File: src/rtl/control_unit_mc.sv
// Registered multi-cycle control unit for the 8-bit CO224 processor: decodes one
// opcode per accepted instruction and sequences data-memory ops against BUSYWAIT.
module control_unit_mc #(
  parameter int OPCODE_W    = 8,
  parameter int ALUOP_W     = 3,
  parameter int TIMEOUT_CYC = 16
) (
  input  logic                CLK,
  input  logic                RESET,
  input  logic                INSTR_VALID,
  input  logic [OPCODE_W-1:0] OPCODE,
  input  logic                BUSYWAIT,
  output logic                WRITEENABLE,
  output logic [ALUOP_W-1:0]  ALUOP,
  output logic                ALUSRC,
  output logic                NEMUX,
  output logic [1:0]          BRANCH,
  output logic                READ,
  output logic                WRITE,
  output logic                MEMTOREG,
  output logic                STALL,
  output logic                ILLEGAL,
  output logic                FAULT
);

  localparam int CNT_W = $clog2(TIMEOUT_CYC + 1);
  localparam logic [CNT_W-1:0] CNT_MAX = CNT_W'(TIMEOUT_CYC);

  typedef enum logic [1:0] {
    S_IDLE = 2'd0,
    S_EXEC = 2'd1,
    S_MEM  = 2'd2,
    S_TRAP = 2'd3
  } state_t;

  typedef struct packed {
    logic       we;
    logic [2:0] aluop;
    logic       alusrc;
    logic       nemux;
    logic [1:0] branch;
    logic       rd;
    logic       wr;
    logic       m2r;
    logic       ill;
  } ctrl_t;

  // Loads never set we here: their write-back is granted only in the MEM exit cycle.
  function automatic ctrl_t decode(input logic [OPCODE_W-1:0] op);
    ctrl_t               c;
    logic [OPCODE_W-1:0] hi;
    c  = '0;
    hi = op >> 3'd5;
    if (hi != '0) begin
      c.ill = 1'b1;
    end else begin
      case (op[4:0])
        5'h00: begin c.we = 1'b1; c.aluop = 3'b001; c.alusrc = 1'b1; end
        5'h01: begin c.we = 1'b1; c.aluop = 3'b001; c.alusrc = 1'b1; c.nemux = 1'b1; end
        5'h02: begin c.we = 1'b1; c.aluop = 3'b010; c.alusrc = 1'b1; end
        5'h03: begin c.we = 1'b1; c.aluop = 3'b011; c.alusrc = 1'b1; end
        5'h04: begin c.we = 1'b1; c.aluop = 3'b000; c.alusrc = 1'b1; end
        5'h05: begin c.we = 1'b1; c.aluop = 3'b000; c.alusrc = 1'b0; end
        5'h06: begin c.branch = 2'b01; end
        5'h07: begin c.aluop = 3'b001; c.alusrc = 1'b1; c.nemux = 1'b1; c.branch = 2'b10; end
        5'h08: begin c.aluop = 3'b001; c.alusrc = 1'b1; c.nemux = 1'b1; c.branch = 2'b11; end
        5'h09: begin c.we = 1'b1; c.aluop = 3'b100; c.alusrc = 1'b1; end
        5'h0A: begin c.we = 1'b1; c.aluop = 3'b101; c.alusrc = 1'b0; end
        5'h0C: begin c.we = 1'b1; c.aluop = 3'b110; c.alusrc = 1'b0; end
        5'h0D: begin c.we = 1'b1; c.aluop = 3'b111; c.alusrc = 1'b0; end
        5'h0E: begin c.alusrc = 1'b1; c.rd = 1'b1; c.m2r = 1'b1; end
        5'h0F: begin c.alusrc = 1'b0; c.rd = 1'b1; c.m2r = 1'b1; end
        5'h10: begin c.alusrc = 1'b1; c.wr = 1'b1; end
        5'h11: begin c.alusrc = 1'b0; c.wr = 1'b1; end
        default: begin c.ill = 1'b1; end
      endcase
    end
    return c;
  endfunction

  state_t          state_q;
  logic [CNT_W-1:0] cnt_q;
  ctrl_t           ctl_q;
  logic            fault_q;

  ctrl_t dec_d;
  logic  accept_s;
  logic  mem_done_s;
  logic  timeout_s;
  logic  stall_s;

  // Accept/stall decisions from current state, wait counter and BUSYWAIT.
  always_comb begin
    dec_d      = decode(OPCODE);
    accept_s   = 1'b0;
    mem_done_s = 1'b0;
    timeout_s  = 1'b0;
    stall_s    = 1'b0;
    case (state_q)
      S_IDLE, S_EXEC: begin
        accept_s = INSTR_VALID;
      end
      S_MEM: begin
        mem_done_s = !BUSYWAIT && (cnt_q != '0);
        timeout_s  = BUSYWAIT && (cnt_q == CNT_MAX);
        stall_s    = !mem_done_s;
        accept_s   = INSTR_VALID && mem_done_s;
      end
      S_TRAP: begin
        stall_s = 1'b1;
      end
      default: begin
        stall_s = 1'b0;
      end
    endcase
  end

  // Sequencer with registered control fields; async reset clears everything at once.
  always_ff @(posedge CLK or negedge RESET) begin
    if (!RESET) begin
      state_q <= S_IDLE;
      cnt_q   <= '0;
      ctl_q   <= '0;
      fault_q <= 1'b0;
    end else if (accept_s) begin
      ctl_q   <= dec_d;
      cnt_q   <= '0;
      state_q <= (dec_d.rd || dec_d.wr) ? S_MEM : S_EXEC;
    end else if (state_q == S_IDLE || state_q == S_EXEC || mem_done_s) begin
      ctl_q   <= '0;
      cnt_q   <= '0;
      state_q <= S_IDLE;
    end else if (timeout_s) begin
      ctl_q   <= '0;
      fault_q <= 1'b1;
      state_q <= S_TRAP;
    end else if (state_q == S_MEM) begin
      if (cnt_q != CNT_MAX) begin
        cnt_q <= cnt_q + CNT_W'(1);
      end
    end else begin
      state_q <= state_q;
    end
  end

  assign WRITEENABLE = ctl_q.we | (ctl_q.m2r & mem_done_s);
  assign ALUOP       = ALUOP_W'(ctl_q.aluop);
  assign ALUSRC      = ctl_q.alusrc;
  assign NEMUX       = ctl_q.nemux;
  assign BRANCH      = ctl_q.branch;
  assign READ        = ctl_q.rd;
  assign WRITE       = ctl_q.wr;
  assign MEMTOREG    = ctl_q.m2r;
  assign ILLEGAL     = ctl_q.ill;
  assign FAULT       = fault_q;
  assign STALL       = stall_s;

endmodule

File: config.mk
export PLATFORM = sky130hd
export DESIGN_NAME = control_unit_mc
export DESIGN_NICKNAME = d
export VERILOG_FILES = /design/src/rtl/control_unit_mc.sv
export SDC_FILE = /design/constraint.sdc
export NUM_CORES = 1
export LEC_CHECK = 0
export ABC_AREA = 1
export BUFFER_PORTS_ARGS = -buffer_cell sky130_fd_sc_hd__buf_4
export CAP_MARGIN = 20
export CORE_MARGIN = 2
export CORE_UTILIZATION = 45
export CTS_CLUSTER_DIAMETER = 30
export CTS_CLUSTER_SIZE = 24
export DETAILED_ROUTE_END_ITERATION = 8
export PLACE_DENSITY = 0.66
export SLEW_MARGIN = 40
export SYNTH_ARGS = -nofsm -noshare
export SYNTH_HDL_FRONTEND = slang
export SYNTH_SLANG_ARGS = --single-unit
File: constraint.sdc
create_clock -name CLK -period 2.95 [get_ports CLK]
set_input_delay 0.1475 -clock CLK [delete_from_list [all_inputs] [get_ports CLK]]
set_output_delay 0.1475 -clock CLK [all_outputs]
set_load 0.02 [all_outputs]
Yosys cells after proc, flatten, opt, wreduce, memory -nomap -nowiden

Index checks and enable logic that the tools add are counted.

$add $sub $neg: 1
Eq/ne operators: 22
Multiplexer cells: 26
Bitwise gates (word level): 4
Reduce and logical (&&, ||, !) cells: 25

Operators with widths:

| operator                                                              | count |
|---|---|
| 12-bit two-way mux                                                    | 3 |
| 5-bit by 4-bit equality test with 1-bit output, second input constant | 7 |
| 5-bit two-way mux                                                     | 5 |
| 3-bit one-hot mux with 7 select lines                                 | 1 |
| 5-bit by 3-bit equality test with 1-bit output, second input constant | 4 |
| 10-bit OR reduction                                                   | 2 |
| 17-bit OR reduction                                                   | 1 |
| 5-bit equality test, second input constant                            | 3 |
| 11-bit two-way mux                                                    | 1 |
| 5-bit by 2-bit equality test with 1-bit output, second input constant | 2 |
| 1-bit two-way mux                                                     | 9 |
| 3-bit nonzero test                                                    | 3 |
| 2-bit two-way mux                                                     | 4 |
| 8-bit nonzero test                                                    | 1 |
| 2-bit one-hot mux with 3 select lines                                 | 1 |
| 3-bit AND reduction                                                   | 2 |
| 2-bit OR reduction                                                    | 3 |
| 5-bit by 1-bit adder with 5-bit output, second input constant         | 1 |
| 5-bit by 1-bit equality test with 1-bit output, second input constant | 1 |
| 5-bit logical NOT                                                     | 1 |
| 5-bit inequality test, second input constant                          | 1 |
| 5-bit nonzero test                                                    | 1 |
| 2-bit equality test, second input constant                            | 2 |
| 1-bit one-hot mux with 2 select lines                                 | 2 |
| 11 further kinds                                                      | 17 |

Flip-flop bits (word level): 20
Input bits: 12
Output and inout bits: 14

Logic depth before layout (Yosys ltp)

Gate-level depths: netlist of the first run.

Word-level depth: 7
Depth in mapped cells: 11

Least setup slack after synthesis of the first run

Ideal clock, no wire load.

Path kind: register to register
Start: register cnt_q[0]
End: register cnt_q[0]
Library setup time: 0.126 ns
Arrival time: 1.270 ns
Required time: 2.824 ns
Slack: 1.553 ns
Cell stages (with the launch flop): 9
Path buffers: 0
Path through: dfrtp_1 > inv_1 > ha_1 > nand3_2 > o21bai_2 > o21ai_2 > inv_1 > nand3_1 > o21ai_0

Longest elaborated chain between the ends: 6
Elaborated cells between the ends (all ways): 20

Ends and longest elaborated chain:

| what                                                                                | line     | RTL |
|---|---|---|
| start, declared                                                                     | 82       | `logic [CNT_W-1:0] cnt_q;` |
| start signal, assigned                                                              | 139      | `cnt_q <= cnt_q + CNT_W'(1);` |
| 5-bit by 1-bit adder with 5-bit output / 5-bit nonzero test (equally long branches) | 139, 104 |  |
| 5-bit two-way mux / 1-bit logical AND (equally long branches)                       | 138, 104 |  |
| 5-bit two-way mux (tied with other cells)                                           | 137      | `end else if (state_q == S_MEM) begin` |
| 5-bit two-way mux (tied with other cells)                                           | 133      | `end else if (timeout_s) begin` |
| 5-bit two-way mux (tied with other cells)                                           | 129      | `end else if (state_q == S_IDLE \|\| state_q == S_EXEC \|\| mem_done_s) begin` |
| 5-bit two-way mux / 3-bit AND reduction (equally long branches)                     | -        |  |

Several ways; a longest one is shown, not always the timed one. The select of a mux whose other input is x is not followed.
A chain may end at the register's enable or synchronous reset.

Worst setup path in the final report of the first run

Start: register cnt_q[0]
End: output port STALL

Longest elaborated chain between the ends: 4

Ends and longest elaborated chain:

| what                                  | line | RTL |
|---|---|---|
| 5-bit nonzero test                    | 104  | `mem_done_s = !BUSYWAIT && (cnt_q != '0);` |
| 1-bit logical AND                     | 104  |  |
| 1-bit logical NOT                     | 106  | `stall_s = !mem_done_s;` |
| 1-bit one-hot mux with 2 select lines | 99   | `case (state_q)` |
| end, declared                         | 21   | `output logic STALL,` |

No other way between the ends.

==> impl_metrics.json, run 1 <==
{
  "min_path_type": "in -> reg",
  "cts_sinks": 19,
  "antenna_found_initial": 0,
  "grt_max_degree": 20,
  "fmax_mhz": 547,
  "syn_inst": 168,
  "layout.nets": 206,
  "path_max_fanout": 5,
  "initial_utilization": 0.476,
  "syn_nets": 182,
  "wl_met1_mm": 1.06,
  "cts-root-buf": "clkbuf_4",
  "final_common_cell": "nand2_1",
  "io_buffers": 25,
  "instances_no_fill": 221,
  "path_class": "reg -> out",
  "cp-end-kind": "output pin",
  "placed_cells": 216,
  "route.met2.wl_mm": 1.37,
  "grt_pass1_vias": 1108,
  "period_minus_slack_ps": 1830,
  "dp_hpwl_mm": 2.08,
  "cts_tree": "yes",
  "hold_viol": 0,
  "worst_slack_ps": 1120,
  "crit_path_frequent_cell": "inv_1",
  "crit_required_ps": 2800,
  "drtAntennaViolNets": 0,
  "clk_latency_ps": 300,
  "n_antenna_cell": 0,
  "routed_wl_mm": 2.57,
  "gr-total-overflow": 0,
  "post_cts_buffers": 0,
  "top_layer": "met4",
  "die_x_um": 55.5,
  "synth.avg_cell_area_um2": 7.09,
  "post_drt_via_cell_ratio": 5.08,
  "leakagePower_nw": 0.759,
  "drc_errors": 0,
  "path_clk_slew_ps": 100,
  "setup.worst_path.start_class": "flip-flop",
  "status": "finished, final reports clean",
  "place_area_um2": 1360,
  "numCtsBuffers": 3,
  "cp.arrival_ps": 1680,
  "die_h_um": 55.5,
  "yosys_warnings": 0,
  "track_usage": 0.185,
  "fp-row-count": 18,
  "fin_skew_ps": 8.14,
  "finalSetupTns_ps": 0,
  "layout_common_cells": "nand2_1 (45), nor2_1 (26), buf_4 (25)",
  "min_period_over_period": 0.620,
  "fin_area_um2": 1400,
  "tightest_slew_ps": 513,
  "drive_above_1_share": 0.225,
  "yosysSeqAreaShare": 0.399,
  "cp_slowest_stage_delay_ps": 390,
  "power_density_nw_per_um2": 483,
  "wl_met3_um": 82,
  "synth_cell_types": 25,
  "htreeDepth": 1,
  "gp_congestion": 0.856,
  "core_area_um2": 2500,
  "area_growth_pct": 17.6,
  "drv_cap": 0,
  "rsz0062_at_grt": "false",
  "pre_cts_slack_ps": 1300,
  "ys_ff_latch": 19,
  "cts_resized": 0,
  "ios": 26,
  "peakVddDrop_uv": 262,
  "drt-initial-drc-count": 54,
  "critical-path-slowest-cell": "dfrtp_1",
  "die_area_um2": 3070,
  "worstPathCellList": "inv_1 > ha_1 > nand3_2 > o21bai_2 > o21ai_2 > inv_1 > buf_4",
  "drt_pass1_iterations": 4,
  "maxSlewHeadroom": 0.656,
  "wire_per_inst_um": 11.6,
  "clockBufferDepth": 2,
  "grt_first_pass_wirelength_mm": 4.56,
  "synthesis.area_um2": 1190,
  "final-max-slew-violation-count": 0,
  "utilization": 0.561,
  "vias": 1122,
  "setup_viol": 0
}
-- registers in the layout, summed over array words and instances (netlist names) --
| signal | count |
|---|---|
| ALUOP | 3 |
| ALUSRC | 1 |
| BRANCH | 2 |
| FAULT | 1 |
| ILLEGAL | 1 |
| NEMUX | 1 |
| READ | 1 |
| WRITE | 1 |
| cnt_q | 5 |
| ctl_q | 1 |
| state_q | 2 |
-- synth_stat cells (all sizes together) --
cell | count | share of area
o21ai | 13 | 0.058
o211ai | 1 | 0.0063
nand2 | 48 | 0.16
a31oi | 1 | 0.0053
nor3 | 3 | 0.017
o22ai | 1 | 0.011
nand3b | 1 | 0.0063
xor2 | 1 | 0.0074
nand3 | 18 | 0.080
or2 | 1 | 0.0053
nor2 | 29 | 0.10
dfrtp | 19 | 0.40
ha | 2 | 0.021
a21oi | 2 | 0.0084
o21bai | 1 | 0.0095
buf | 7 | 0.044
inv | 20 | 0.063
-- critical path: cells and delay by family, from the launching register on --
kind | cells | cell delay, ps
and+or+nand+nor | 1 | 90
buffers and inverters | 3 | 390
DFF | 1 | 390
adders and majority gates | 1 | 200
AOI/OAI and AO/OA | 2 | 310
-- power by group --
part | internal (W) | switching [W] | total [W]
combinational | 0.0000777 | 0.000155 | 0.000233
clock | 0.0000506 | 0.0000814 | 0.000132
sequential | 0.000289 | 0.0000235 | 0.000312
-- stage by stage --
stage	hold slack [ps]	total power, W
detailed placement	34.4	0.000552
floorplan	-148	0.000478
finish	149	0.000677
global placement	29.6	0.000543
CTS	142	0.000687
global route	166	0.000726
-- cell type report --
type | instances | area [um2]
tap | 30 | 37.5
timing repair buffer | 26 | 198
fill | 250 | 1100
clock inverter | 1 | 5.00
sequential | 19 | 475
inverter | 20 | 75.1
clock buffer | 3 | 22.5
multi-input combinational | 122 | 588
-- metal layers --
layer / GRT usage / up-vias
met1: 0.215 / 520
met5: 0 / -
met3: 0.0164 / 5
li1: - / 573
met2: 0.337 / 24
met4: 0.0941 / 0
-- what timing repair did --
action,in CTS,in global routing
hold endpoints to repair,19,0
hold buffers,1,0
endpoints found under the setup margin,0,0
-- logic make-up after synthesis --
family                   share of synthesized area
flip-flops                                   0.399
buffers and inverters                        0.107
AND/OR/NAND/NOR                              0.368
AO/OA/AOI/OAI                               0.0977
adder cells (fa/ha/maj)                     0.0210
XOR/XNOR                                   0.00735
-- worst paths after layout --
check                                 start    endpoint  slack (ps)  cells past startpoint
worst max register to register     cnt_q[0]    ALUOP[2]        1290                      8
min in group asynchronous             RESET  state_q[0]         240                      2
worst max-delay path               cnt_q[0]       STALL        1120                      7
worst min register to register        FAULT       FAULT         490                      1
max in group asynchronous             RESET   BRANCH[0]        2510                      2
worst min-delay path            INSTR_VALID  state_q[1]         150                      3
No activity file was read; power rests on OpenSTA's default activity.
==> run 2: changes to the inputs <==
--- a/config.mk
+++ b/config.mk
@@ -5,7 +5,7 @@
 export SDC_FILE = /design/constraint.sdc
 export NUM_CORES = 1
 export LEC_CHECK = 0
-export ABC_AREA = 1
+export ABC_AREA = 0
 export BUFFER_PORTS_ARGS = -buffer_cell sky130_fd_sc_hd__buf_4
 export CAP_MARGIN = 20
 export CORE_MARGIN = 2
==> constraint.sdc (replaced) <==
create_clock -name CLK -period 1.7 [get_ports CLK]
set_input_delay 0.085 -clock CLK [delete_from_list [all_inputs] [get_ports CLK]]
set_output_delay 0.085 -clock CLK [all_outputs]
set_load 0.02 [all_outputs]
==> run 2 against run 1 <==
Effect of this change: the run now ends with setup timing left; synthesized area fell by 3.2%; highest routed layer unchanged; critical path depth rose by 2; total power rose by 110%; critical endpoint is now cnt_q[2].
==> impl_metrics.json, run 2 <==
{
  "status": "complete, but fails checks",
  "violations": "setup timing",
  "layout_common_cells": "buf_4 (35), dfrtp_1 (19), nor2_1 (10)",
  "grt_max_degree": 20,
  "seq_area_um2": 475,
  "synth.avg_cell_area_um2": 9.69,
  "min_from": "OPCODE[3]",
  "regMostFlops": "cnt_q",
  "cp-end-kind": "flip-flop",
  "layout.nets": 164,
  "rr_startpoint": "cnt_q[0]",
  "cp.arrival_ps": 1970,
  "final-max-slew-violation-count": 0,
  "synth_area_leader_cell": "dfrtp_1",
  "vias": 1012,
  "yosysMostFrequentCell": "dfrtp_1",
  "antenna_found_initial": 0,
  "synthesis.area_um2": 1150,
  "wire_per_inst_um": 13.8,
  "worst_slack_ps": -55.0,
  "fillers": 218,
  "synth_cell_types": 38,
  "path_max_fanout": 4,
  "final_common_cell": "buf_4",
  "crit_path_frequent_cell": "buf_4",
  "crit_required_ps": 1910,
  "setup_viol": 9,
  "routed_wl_mm": 2.47,
  "clk_latency_ps": 310,
  "utilization": 0.597,
  "synth_top_cell_area_share": 0.412,
  "largest_reg_flops": 5,
  "path_class": "reg -> reg",
  "peakVddDrop_uv": 847,
  "core_area_um2": 2450,
  "yosys_warnings": 0,
  "maxSlewHeadroom": 0.803,
  "initial_utilization": 0.470,
  "yosysSeqAreaShare": 0.412,
  "power_density_nw_per_um2": 989,
  "worst-path-buf-inv": 5,
  "ys_top_cells_by_area": "dfrtp_1 (41%), a22o_1 (4.6%), buf_4 (3.9%), o21ai_0 (3.5%), nor2_1 (3.3%)",
  "drt-initial-drc-count": 19,
  "dp_hpwl_mm": 1.77,
  "hold_viol": 0,
  "htreeDepth": 1,
  "critical-path-slowest-cell": "dfrtp_1",
  "fin_skew_ps": 6.90,
  "numCtsBuffers": 3,
  "rsz0062_at_grt": "true",
  "place_area_um2": 1350,
  "post_drt_via_cell_ratio": 5.65,
  "path_clk_slew_ps": 120,
  "multiInputGateArea_um2": 617,
  "drtAntennaViolNets": 0,
  "die_h_um": 54.6,
  "worstPathCellList": "inv_2 > ha_4 > nor4b_4 > buf_4 > o31ai_4 > inv_4 > buf_4 > buf_4 > a31o_2",
  "min_path_type": "in -> reg",
  "cts_sinks": 19,
  "cp-startpoint": "cnt_q[0]",
  "io_buffers": 25,
  "fmax_mhz": 570,
  "tightest_slew_ps": 293,
  "drive_above_1_share": 0.376,
  "fin_area_um2": 1470,
  "n_antenna_cell": 0,
  "syn_nets": 133,
  "grt_first_pass_wirelength_mm": 4.17,
  "die_area_um2": 2980,
  "ys_async_sr_fraction": 1.00,
  "path_delay_family": "buffers and inverters",
  "setup.worst_path.start_class": "flip-flop",
  "ios": 26,
  "gp_congestion": 0.795,
  "cts-root-buf": "clkbuf_4",
  "drc_errors": 0,
  "die_x_um": 54.6,
  "min_period_over_period": 1.03,
  "fp-row-count": 18,
  "grt_pass1_vias": 938,
  "synth_edf_count": 0,
  "clockBufferDepth": 2,
  "drv_cap": 0,
  "period_minus_slack_ps": 1750,
  "synth_flop_cell": "dfrtp_1",
  "leakagePower_nw": 0.706,
  "drt_pass1_iterations": 4,
  "area_growth_pct": 27.0,
  "synth_common_cells": "dfrtp_1 (19), nor2_1 (10), nand2_1 (8), o21ai_0 (8)",
  "cp_slowest_stage_delay_ps": 390,
  "syn_inst": 119,
  "track_usage": 0.192,
  "ys_ff_latch": 19,
  "cts_tree": "yes",
  "gr-total-overflow": 0
}
-- run 2: cell types whose count changed in the layout (fill, tap and decap cells not counted), sizes merged, moves of 3 or more --
cell   delta
buf      +10
nor3      +3
nand2    -40
nand3    -14
o21ai     -5
a31o      +3
a32o      +3
nor2     -19
inv      -14
a21o      +3
a22o      +6
-- run 2: area by class of cell --
cell class,instances,share of cell area
clock buffer,3,0.0154
clock inverter,1,0.00342
inverter,6,0.0171
multi-input combinational,83,0.421
sequential,19,0.325
tap,30,0.0256
timing repair buffer,37,0.193
-- run 2: what timing repair did --
item	CTS	global route
pin swaps	2	7
hold buffers	2	0
buffers inserted	4	1
gates resized for setup	6	2
hold endpoints to repair	20	0
endpoints found under the setup margin	12	14
-- run 2: where the power goes --
part           switching, W  total [W]  internal [W]  leakage (nW)
Combinational      0.000318   0.000647      0.000330         0.429
Sequential        0.0000630   0.000561      0.000498         0.260
Clock              0.000153   0.000241     0.0000879        0.0177
Total              0.000534    0.00145      0.000915         0.706
-- run 2: cells by family (layout without fill, tap and decap cells) --
group,after synthesis,after routing,share of synthesized area
mux,2,2,0.0184
buf+inv,17,47,0.0781
compound gates,33,33,0.226
simple gates,41,41,0.206
xor+xnor,5,5,0.0380
flops,19,19,0.412
fa+ha+maj,2,2,0.0217
-- run 2: path summary, 6_finish.rpt --
| kind | endpoint | slack, ps | cells after the start |
|---|---|---|---|
| min reg2reg | FAULT | 500 | 1 |
| min in group asynchronous | ILLEGAL | 170 | 2 |
| max reg2reg | cnt_q[2] | -50 | 9 |
| min | ALUOP[2] | 140 | 2 |
| max in group asynchronous | ctl_q[11] | 1320 | 2 |
| max | cnt_q[2] | -50 | 9 |
-- run 2: layer usage --
metal  track usage  vias to the layer above  part of all wire
li1              -                      490                 -
met1         0.262                      500              0.48
met2         0.306                       20              0.48
met3        0.0273                        2             0.033
met4        0.0750                        0            0.0077
met5             0                        -                 0
-- run 2: worst register-to-register path: stages, from the launching register on --
cell     delay [ps]
dfrtp_1         390
inv_2            60
ha_4            150
nor4b_4         130
buf_4           150
o31ai_4         230
inv_4            80
buf_4           140
buf_4           130
a31o_2          220
-- run 2: stage by stage --
step                      cells  hold slack [ps]  setup slack, ps  setup TNS, ps  power [W]
after CTS                   178              127            -48.1           -214    0.00143
final                       179              142            -55.0           -260    0.00145
after global placement      168            -26.6             25.4              0    0.00108
after global routing        179              146             -198          -1890    0.00155
after detailed placement    168            -22.5            -48.7           -240    0.00110
after floorplan             119             -211             8.14              0   0.000889
